**src/rtl/fifo_tx_serializer.sv**
```systemverilog
// FIFO-fed asynchronous serial transmitter: pops one word per frame and sends
// start bit, data LSB-first, optional parity and stop bit on tx_o.
module fifo_tx_serializer #(
    parameter int unsigned WIDTH        = 8,
    parameter int unsigned CLKS_PER_BIT = 16,
    parameter bit          PARITY_EN    = 1'b0,
    parameter bit          PARITY_ODD   = 1'b0
) (
    input  logic             clk_i,
    input  logic             rst_i,
    input  logic             enable_i,
    input  logic             fifo_empty_i,
    input  logic [WIDTH-1:0] fifo_rdata_i,
    output logic             fifo_rd_en_o,
    output logic             tx_o,
    output logic             busy_o,
    output logic             frame_done_o
);

    localparam int unsigned BAUD_W = $clog2(CLKS_PER_BIT);
    localparam int unsigned CNT_W  = $clog2(WIDTH + 1);
    localparam logic [BAUD_W-1:0] BAUD_LAST = BAUD_W'(CLKS_PER_BIT - 1);
    localparam logic [CNT_W-1:0]  BIT_LAST  = CNT_W'(WIDTH - 1);

    typedef enum logic [2:0] {
        S_IDLE,
        S_POP,
        S_LOAD,
        S_START,
        S_DATA,
        S_PARITY,
        S_STOP
    } state_e;

    state_e             state_q, state_d;
    logic [WIDTH-1:0]   shift_q, shift_d;
    logic [CNT_W-1:0]   bit_q, bit_d;
    logic [BAUD_W-1:0]  baud_q, baud_d;
    logic               parity_q, parity_d;
    logic               rd_en_q, rd_en_d;
    logic               tx_q, tx_d;
    logic               busy_q, busy_d;
    logic               done_q, done_d;
    logic               bit_end;
    logic               start_ok;

    assign bit_end  = (baud_q == BAUD_LAST);
    assign start_ok = enable_i && !fifo_empty_i;

    // Next state, datapath and registered-output precompute from next state.
    always_comb begin
        state_d  = state_q;
        shift_d  = shift_q;
        bit_d    = bit_q;
        parity_d = parity_q;
        baud_d   = '0;
        rd_en_d  = 1'b0;
        busy_d   = 1'b0;
        done_d   = 1'b0;
        tx_d     = 1'b1;

        unique case (state_q)
            S_IDLE:   if (start_ok) state_d = S_POP;
            S_POP:    state_d = S_LOAD;
            S_LOAD: begin
                shift_d  = fifo_rdata_i;
                parity_d = (^fifo_rdata_i) ^ PARITY_ODD;
                bit_d    = '0;
                state_d  = S_START;
            end
            S_START:  if (bit_end) state_d = S_DATA;
            S_DATA: begin
                if (bit_end) begin
                    shift_d = shift_q >> 1;
                    bit_d   = bit_q + CNT_W'(1);
                    if (bit_q == BIT_LAST) state_d = PARITY_EN ? S_PARITY : S_STOP;
                end
            end
            S_PARITY: if (bit_end) state_d = S_STOP;
            S_STOP:   if (bit_end) state_d = start_ok ? S_POP : S_IDLE;
            default:  state_d = S_IDLE;
        endcase

        // Baud counter restarts on every state change and at each bit boundary.
        if (state_d != state_q || bit_end) begin
            baud_d = '0;
        end else if (state_q inside {S_START, S_DATA, S_PARITY, S_STOP}) begin
            baud_d = baud_q + BAUD_W'(1);
        end

        rd_en_d = (state_d == S_POP);
        busy_d  = (state_d != S_IDLE);
        done_d  = (state_d == S_STOP) && (baud_d == BAUD_LAST);

        unique case (state_d)
            S_START:  tx_d = 1'b0;
            S_DATA:   tx_d = shift_d[0];
            S_PARITY: tx_d = parity_d;
            default:  tx_d = 1'b1;
        endcase
    end

    always_ff @(posedge clk_i or negedge rst_i) begin
        if (!rst_i) begin
            state_q  <= S_IDLE;
            shift_q  <= '0;
            bit_q    <= '0;
            baud_q   <= '0;
            parity_q <= 1'b0;
            rd_en_q  <= 1'b0;
            tx_q     <= 1'b1;
            busy_q   <= 1'b0;
            done_q   <= 1'b0;
        end else begin
            state_q  <= state_d;
            shift_q  <= shift_d;
            bit_q    <= bit_d;
            baud_q   <= baud_d;
            parity_q <= parity_d;
            rd_en_q  <= rd_en_d;
            tx_q     <= tx_d;
            busy_q   <= busy_d;
            done_q   <= done_d;
        end
    end

    assign fifo_rd_en_o = rd_en_q;
    assign tx_o         = tx_q;
    assign busy_o       = busy_q;
    assign frame_done_o = done_q;

endmodule

```
**config.mk**
```make
export PLATFORM = sky130hd
export DESIGN_NAME = fifo_tx_serializer
export DESIGN_NICKNAME = d
export VERILOG_FILES = /design/src/rtl/fifo_tx_serializer.sv
export SDC_FILE = /design/constraint.sdc
export NUM_CORES = 1
export LEC_CHECK = 0
export ABC_AREA = 1
export BUFFER_PORTS_ARGS = -buffer_cell sky130_fd_sc_hd__buf_2
export CORE_AREA = 10 10 81 83
export CTS_BUF_LIST = sky130_fd_sc_hd__clkbuf_8
export DETAILED_ROUTE_END_ITERATION = 10
export DIE_AREA = 0 0 91 93
export SETUP_SLACK_MARGIN = 0.05
export SLEW_MARGIN = 10
export SYNTH_ARGS = -nofsm -noshare
export SYNTH_HDL_FRONTEND = slang
export SYNTH_SLANG_ARGS = --single-unit
```
**constraint.sdc**
```tcl
create_clock -name clk_i -period 2.4 [get_ports clk_i]
set_input_delay 0.36 -clock clk_i [delete_from_list [all_inputs] [get_ports clk_i]]
set_output_delay 0.36 -clock clk_i [all_outputs]
set_load 0.005 [all_outputs]
```
Yosys cells after proc, flatten, opt, wreduce, memory -nomap -nowiden
Index checks and enable logic that the tools add are counted.
{"block": "op_classes", "n_addsub": 2, "mul": 0, "div_mod_pow": 0, "n_lt_le_gt_ge": 0, "n_eq_ne": 16, "shift": 0, "mux": 16, "bitwise_logic": 0, "reduce_logical": 10}
{"cell": "case mux 3 bit (7 select lines)", "count": 1}
{"cell": "equality test 3 bit (second input constant)", "count": 6}
{"cell": "two-way mux 3 bit", "count": 6}
{"cell": "case mux 8 bit (2 select lines)", "count": 1}
{"cell": "two-way mux 4 bit", "count": 3}
{"cell": "equality test 3 x 2 -> 1 bit (second input constant)", "count": 3}
{"cell": "adder 4 x 1 -> 4 bit (second input constant)", "count": 2}
{"cell": "equality test 4 bit (second input constant)", "count": 2}
{"cell": "two-way mux 8 bit", "count": 1}
{"cell": "case mux 4 bit (2 select lines)", "count": 1}
{"cell": "parity 8 bit", "count": 1}
{"cell": "equality test 3 x 1 -> 1 bit (second input constant)", "count": 2}
{"cell": "equality test 4 x 3 -> 1 bit (second input constant)", "count": 1}
{"cell": "nonzero test 4 bit", "count": 1}
{"cell": "logical NOT 3 bit", "count": 1}
{"cell": "!= test 3 bit", "count": 1}
{"cell": "case mux 1 bit (3 select lines)", "count": 1}
{"cell": "nonzero test 3 bit", "count": 1}
{"cell": "logical AND 1 bit", "count": 2}
{"cell": "two-way mux 1 bit", "count": 2}
{"cell": "!= test 2 bit (second input constant)", "count": 1}
{"cell": "AND reduction 2 bit", "count": 1}
{"cell": "nonzero test 2 bit", "count": 1}
{"cell": "logical NOT 1 bit", "count": 1}
{"cell": "logical OR 1 bit", "count": 1}
{"block": "word_totals", "register_bits": 24, "latch_bits": 0, "ramBits": 0, "mem_bits_ro": 0, "in_bits": 12, "word_cells": 54, "memories": 0}

Logic depth before layout (Yosys ltp)
Gate-level depths: netlist of run 1.
{"block": "logic_depth", "depth_word": 10, "ltp_mapped": 11, "ltp_nobuf": 11}

Worst setup path after synthesis of run 1
No wires, ideal clock.
{"block": "synth_path", "path_kind": "register -> register", "startpoint": "reg baud_q[0]", "endpoint": "reg done_q (netlist: frame_done_o)", "t_arrival_ns": 1.403, "t_required_ns": 2.329, "path_slack_ns": 0.925, "path_stages_with_launch": 12, "path_buffers": 0, "period_less_slack_ns": 1.475, "cell_sequence": "dfrtp_1 ha_1 nand3_4 nand2_4 inv_2 nand2_4 nand2_2 nor2_4 nand3_2 nor2_2 nand3_1 nor2_1"}
{"block": "synth_between", "elab_chain_cells": 8, "elab_cells_between_ends": 14}
{"item": "start, declared", "line": "38", "text": "logic [BAUD_W-1:0] baud_q, baud_d;"}
{"item": "start signal, assigned", "line": "118", "text": "baud_q <= baud_d;"}
{"item": "equality test 4 bit", "line": "47", "text": "assign bit_end = (baud_q == BAUD_LAST);"}
{"item": "two-way mux 3 bit, on equally long branches"}
{"item": "case mux 3 bit (7 select lines)", "line": "62", "text": "unique case (state_q)"}
{"item": "!= test 3 bit", "line": "85", "text": "if (state_d != state_q || bit_end) begin"}
{"item": "logical OR 1 bit", "line": "85"}
{"item": "two-way mux 4 bit", "line": "85"}
{"item": "equality test 4 bit", "line": "93", "text": "done_d = (state_d == S_STOP) && (baud_d == BAUD_LAST);"}
{"item": "logical AND 1 bit (*)", "line": "93"}
{"item": "named net done_d", "line": "43", "text": "logic done_q, done_d;"}
{"item": "end signal, assigned", "line": "123", "text": "done_q <= done_d;"}
{"item": "end, declared", "line": "43"}
Mark *: on every way through the listed nets, which the timed path passes. The rest lies on a longest branch.
A chain may end at the register's enable or synchronous reset.

Worst setup path in the final report of run 1
{"block": "layout_path", "startpoint": "reg state_q[0]", "endpoint": "reg bit_q[2]"}
{"block": "layout_between", "elab_chain_cells": 3, "elab_cells_between_ends": 6}
{"item": "start, declared", "line": "35", "text": "state_e state_q, state_d;"}
{"item": "start signal, assigned", "line": "115", "text": "state_q <= state_d;"}
{"item": "equality test 3 bit / equality test 3 x 2 -> 1 bit (equally long branches)", "line": "62"}
{"item": "!= test 2 bit (no source line) / nonzero test 2 bit (equally long branches)"}
{"item": "AND reduction 2 bit (no source line)"}
{"item": "end signal, assigned", "line": "117", "text": "bit_q <= bit_d;"}
{"item": "end, declared", "line": "37", "text": "logic [CNT_W-1:0] bit_q, bit_d;"}
Several ways; a longest one is shown, not always the timed one.

==> results of run 1 <==
## worst max-delay path: stages, from the launching register on
cell,delay [ps]
dfrtp_1,530
nor2_1,90
nand2_1,150
inv_1,210
nor2_1,550
inv_1,90
a21oi_1,140
nor2_1,50
## cell usage in the layout (no fill, tap or decap), drive strengths merged, types with 5 or more instances in the layout
cell | netlist | final
inv | 19 | 19
dfrtp | 23 | 23
xor2 | 5 | 5
nand2 | 40 | 40
buf | 2 | 15
xnor2 | 5 | 5
nand3 | 16 | 16
o21ai | 6 | 6
a22oi | 6 | 6
nor2 | 23 | 23
a21oi | 5 | 5
## stage by stage
step	setup slack [ps]	utilization, %	cell area (sq um)	hold slack, ps	power, uW
CTS	493	32.7	1640	84.1	767
detailed placement	520	31.6	1580	373	496
floorplan	925	-	1430	64.4	467
finish	478	32.7	1640	65.4	760
global route	212	32.7	1640	94.5	796
global placement	573	31.6	1580	376	495
## cell type report
cell class / instances / area [sq um]
multi-input combinational: 117 / 741
clock buffer: 4 / 55.1
tap: 70 / 87.6
sequential: 24 / 602
inverter: 20 / 77.6
timing repair buffer: 15 / 75.1
fill: 539 / 3370
## sequential cells by signal (all words and copies together) (netlist names)
signal	flops
state_q	3
fifo_rd_en_o	1
bit_q	4
tx_o	1
busy_o	1
frame_done_o	1
shift_q	8
baud_q	4
parity_q	1
## worst max path at each step
| stage | cells past startpoint | startpoint | slack (ps) | end |
|---|---|---|---|---|
| global placement | 7 | state_q[0] | 570 | bit_q[2] |
| detailed placement | 7 | state_q[0] | 520 | bit_q[2] |
| floorplan | 11 | baud_q[0] | 930 | frame_done_o |
| finish | 7 | state_q[0] | 480 | bit_q[2] |
| CTS | 7 | state_q[0] | 490 | bit_q[2] |
| global route | 7 | state_q[0] | 210 | bit_q[2] |
## power by group through the flow
stage               registers (uW)  logic, uW  clock network [uW]
CTS                            421       67.2                 279
detailed placement             429       67.0                   0
global placement               429       66.0                   0
finish                         421       65.4                 274
global route                   423       75.5                 298
floorplan                      428       38.9                   0
## per-layer routing
metal  global-route usage [%]  share of wire [%]
met4                     3.52                2.1
met2                     10.8                 46
met1                     9.21                 50
met5                        0                  0
met3                    0.639                1.6
## logic make-up after synthesis
group	after synthesis
buffers and inverters	22
XOR/XNOR	10
AND/OR/NAND/NOR	86
AO/OA/AOI/OAI	19
adder cells (fa/ha/maj)	2
flip-flops	24
==> summary.txt, run 1 <==
total wire length: 2.76 mm
register area share after synthesis: 42.1%
RSZ-0062 raised after global routing: false
clock-pin slew on the worst setup and hold paths: 80 ps
residual overflow from global routing: 0
Final Max Tran Viols: 0
async set or reset register ratio after synthesis: 100%
post-cts resize count: 0
Top-Level Pins: 16
R2R depth: 7
hpwl dp: 2.20 mm
GRT Total Usage: 6.88%
area share of fa/ha/maj cells after synthesis: 1.75%
Worst Clk Skew: 1.61 ps
largest family of logic cells by synthesized area: simple AND/OR/NAND/NOR gates
Core Footprint: 5010 sq um
r2r startpoint: state_q[0]
DRT Pass-1 Iters: 4
Num CTS Buffers: 3
vias per cell: 4.34
first-pass GRT wire length: 4.97 mm
non-filler cells, final: 250
die height: 93 um
CTS HTree Levels: 1
number of global-route vias before repair: 1090
Worst Hold Class: in2async
DR vias: 1086
CTS tree: yes
syn_nets: 177
Net Sw Frac: 22.3%
status: finished clean
f_max: 520 MHz
Cell Area, Synth: 1430 sq um
root buffer cell: clkbuf_8
Slew headroom: 58.9%
largest net degree at the start of global routing: 25
switching power: 170 uW
CTS Hold Bufs: 0
CP max FO: 13
PortBufs: 15
post-synth top area cell: dfrtp_1
Area contributors post-synth: dfrtp_1, nand2_1, nor2_1, nand3_4, nand3_2
Crit path arrival time: 2080 ps
Final Cycle Share: 80.1%
final setup violation count: 0
clk_lat worst skew: 260 ps
Synth cell types: 31
Synth Instances: 163
initial DRC count: 34
worst vdd ir: 0.000308 V
Max Root-Sink Buffers: 2
sequential share of power: 55.4%
CP required: 2560 ps
post-synthesis register bit count: 24
synth cell count leaders: nand2_1, dfrtp_1, nor2_1
Setup Fix Bufs, Post-CTS: 0
Main synth FF type: dfrtp_1
Avg Inst Size Synth: 8.77 sq um
post-synthesis compound-gate area fraction: 8.31%
reg2reg setup slack: 480 ps
logic gate share of total power: 8.6%
initial antenna violation count: 0
Slew @ Worst Pin: 614 ps
pwr dens: 464 nW/um^2
Tmin final: 1920 ps
Final Hold Viols: 0
antenna cells: 0
mux contribution to synthesized area: 0%
die width: 91 um
Reg-to-Reg End: bit_q[2]
Initial Util: 28.5%
Rows: 26
# clock sinks: 24
Setup Crit Path Kind: reg2reg
Synth top area share: 40.2%
Synth Warn #: 0
Worst setup EP type: flop
Final nets: 195
Routed Antenna Nets: 0
simple-gate share of the synthesized area: 35.6%
Remaining DRCs: 0
die area: 8460 sq um
Sum Neg Setup Slack: 0 ps
clock share of power: 36.0%
Post-Synth XOR/XNOR Area: 6.12%
area grow syn2layout: 14.5%
startpoint types: flop
share of cells above drive strength 1: 28.9%
number of flops mapped to enable cells by yosys: 0
P_leak: 0.000844 uW
Max Cap Violations: 0
top-count cell post-synth: nand2_1
dpl cells: 246
GP Congestion: 0.785
routed len/inst: 11.0 um
internal power: 590 uW
No activity file was read; power rests on OpenSTA's default activity.
==> inputs of run 2 (changes only) <==
Clock period 2.4 ns to 1.72 ns, I/O delays scaled along.
==> run 2 against run 1 <==
Effect of this change: cell count up 3.6%; non-clock buffer count up 9; critical endpoint is now tx_o; sequential power up 39%; via count up 1.7%; combinational power up 41%; clock power up 39%; die area unchanged; worst setup slack worse by 360 ps; first-iteration DRC count down 18%; worst hold slack better by 190 ps.
==> summary.txt, run 2 (synthesis results as in run 1) <==
largest reg by FF count: shift_q
CP bufs+invs: 1 (-1)
Final Cycle Share: 93.0% (+13 points)
antenna cells: 0 (unchanged)
CP max FO: 6 (-7)
clock-pin slew on the worst setup and hold paths: 80 ps (about the same)
first-pass GRT wire length: 5.35 mm (+7.6%)
P_leak: 0.000890 uW (+5.4%)
die area: 8460 sq um (unchanged)
number of global-route vias before repair: 1182 (+8.4%)
Tmin final: 1600 ps (-322 ps)
Min-Delay Path Depth: 3
critical path depth: 10 (+3)
R2R depth: 10 (+3)
Sum Neg Setup Slack: 0 ps (unchanged)
CTS HTree Levels: 1 (unchanged)
largest net degree at the start of global routing: 25 (unchanged)
area of the multi-input gates: 761 sq um (+2.7%)
Routed Antenna Nets: 0 (unchanged)
Worst Hold Class: in2reg
Final Max Tran Viols: 0 (unchanged)
residual overflow from global routing: 0 (unchanged)
r2r startpoint: baud_q[0]
CP required: 1910 ps (-650 ps)
die width: 91 um (unchanged)
Slowest cell on crit path: dfrtp_1
area grow syn2layout: 20.8%
Min-Delay Endpoint: shift_q[2]
CTS tree: yes
GRT Total Usage: 7.39% (+0.51 points)
Max Root-Sink Buffers: 2 (unchanged)
status: finished clean
total power: 1060 uW (+39%)
pwr dens: 613 nW/um^2 (+32%)
PortBufs: 15 (unchanged)
vias per cell: 4.27 (-1.8%)
Reg-to-Reg End: tx_o
worst vdd ir: 0.000461 V (+50%)
commonest non-fill, non-tap cell in the layout: nand2_1
root buffer cell: clkbuf_8
Slew @ Worst Pin: 550 ps (-64.4 ps)
Num CTS Buffers: 3 (unchanged)
initial DRC count: 28 (-18%)
Final nets: 204 (+4.6%)
initial antenna violation count: 0 (unchanged)
RSZ-0062 raised after global routing: true
GP Congestion: 0.774 (-1.4%)
Rows: 26 (unchanged)
reg2reg setup slack: 120 ps (-360 ps)
Remaining DRCs: 0 (unchanged)
Sequential Area: 602 sq um (unchanged)
share of cells above drive strength 1: 33.9% (+5.0 points)
slowest stage delay, CP: 390 ps (-160 ps)
DRT Pass-1 Iters: 4 (unchanged)
die height: 93 um (unchanged)
Final Hold Viols: 0 (unchanged)
hpwl dp: 2.21 mm (+0.54%)
routed len/inst: 11.3 um (+2.0%)
DR vias: 1105 (+1.7%)
final setup violation count: 0 (unchanged)
crit-path leading delay family: simple AND/OR/NAND/NOR gates
clk_lat worst skew: 260 ps (about the same)
crit-path cells: ha_4 -> nand2_2 -> nor2_4 -> nand2_2 -> a21oi_2 -> nor2_4 -> inv_2 -> nand2_1 -> o21ai_1 -> nand3_1
startpoint types: flop
Worst Clk Skew: 2.38 ps (+0.772 ps)
total wire length: 2.92 mm (+5.7%)
fill cell count: 555 (+3.0%)
HP Start: fifo_rdata_i[2]
Crit path arrival time: 1790 ps (-290 ps)
Initial Util: 28.5% (unchanged)
most frequent cells in the layout: nand2_1, dfrtp_1, buf_2
Worst setup EP type: flop
Top-Level Pins: 16 (unchanged)
f_max: 625 MHz (+20%)
Slew headroom: 63.4% (+4.4 points)
Max Cap Violations: 0 (unchanged)
Setup Crit Path Kind: reg2reg
top flop regs: shift_q: 8 flops, baud_q: 4 flops, bit_q: 4 flops
# clock sinks: 24 (unchanged)
max reg flops: 8 (unchanged)
Core Footprint: 5010 sq um (unchanged)
-- run 2: worst max-delay path by stage --
stage,start,to
final,baud_q[0],tx_o
after global routing,baud_q[1],tx_o
after CTS,baud_q[0],tx_o
after detailed placement,baud_q[0],tx_o
after global placement,baud_q[0],tx_o
after floorplan,baud_q[0],frame_done_o
-- run 2: power breakdown --
part	total, uW	switching, uW	internal, uW
logic	92.2	51.9	40.3
clock network	380	176	204
registers	587	6.37	581
total	1060	234	825
-- run 2: per-layer routing --
layer / global-route usage, % / vias to the layer above / part of all wire (%)
li1: - / 578 / -
met1: 9.33 / 513 / 48
met2: 12.2 / 12 / 48
met3: 1.04 / 2 / 3.1
met4: 3.52 / 0 / 1.4
met5: 0 / - / 0
-- run 2: repair_timing --
| action | in CTS | in global routing |
|---|---|---|
| pin swaps | 0 | 4 |
| buffers inserted | 0 | 2 |
| hold endpoints to repair | 23 | 0 |
| gates resized for setup | 1 | 5 |
| cloned | 0 | 0 |
| setup endpoints to repair | 1 | 15 |
| hold buffers | 1 | 0 |
-- run 2: area by class of cell --
type / count / share of cell area [%]
Timing Repair Buffer: 24 / 8.40
Tap cell: 70 / 5.07
Multi-Input combinational cell: 117 / 44.0
Inverter: 20 / 4.49
Sequential cell: 24 / 34.8
Clock buffer: 4 / 3.19
-- run 2: stage by stage --
stage               util, %  hold WS, ps  std cells  worst slack (ps)  area [sq um]
global placement       32.5          276        252              36.2          1630
global route           34.5          264        259             -7.18          1730
finish                 34.5          251        259               120          1730
CTS                    33.8          246        257              61.5          1700
detailed placement     32.5          278        252              61.3          1630
floorplan                 -        -37.6        163               245          1430
-- run 2: tightest hold or removal path, cell delays in order --
cell and delay (ps):
buf_2 90, a22oi_1 70, nand2_1 60
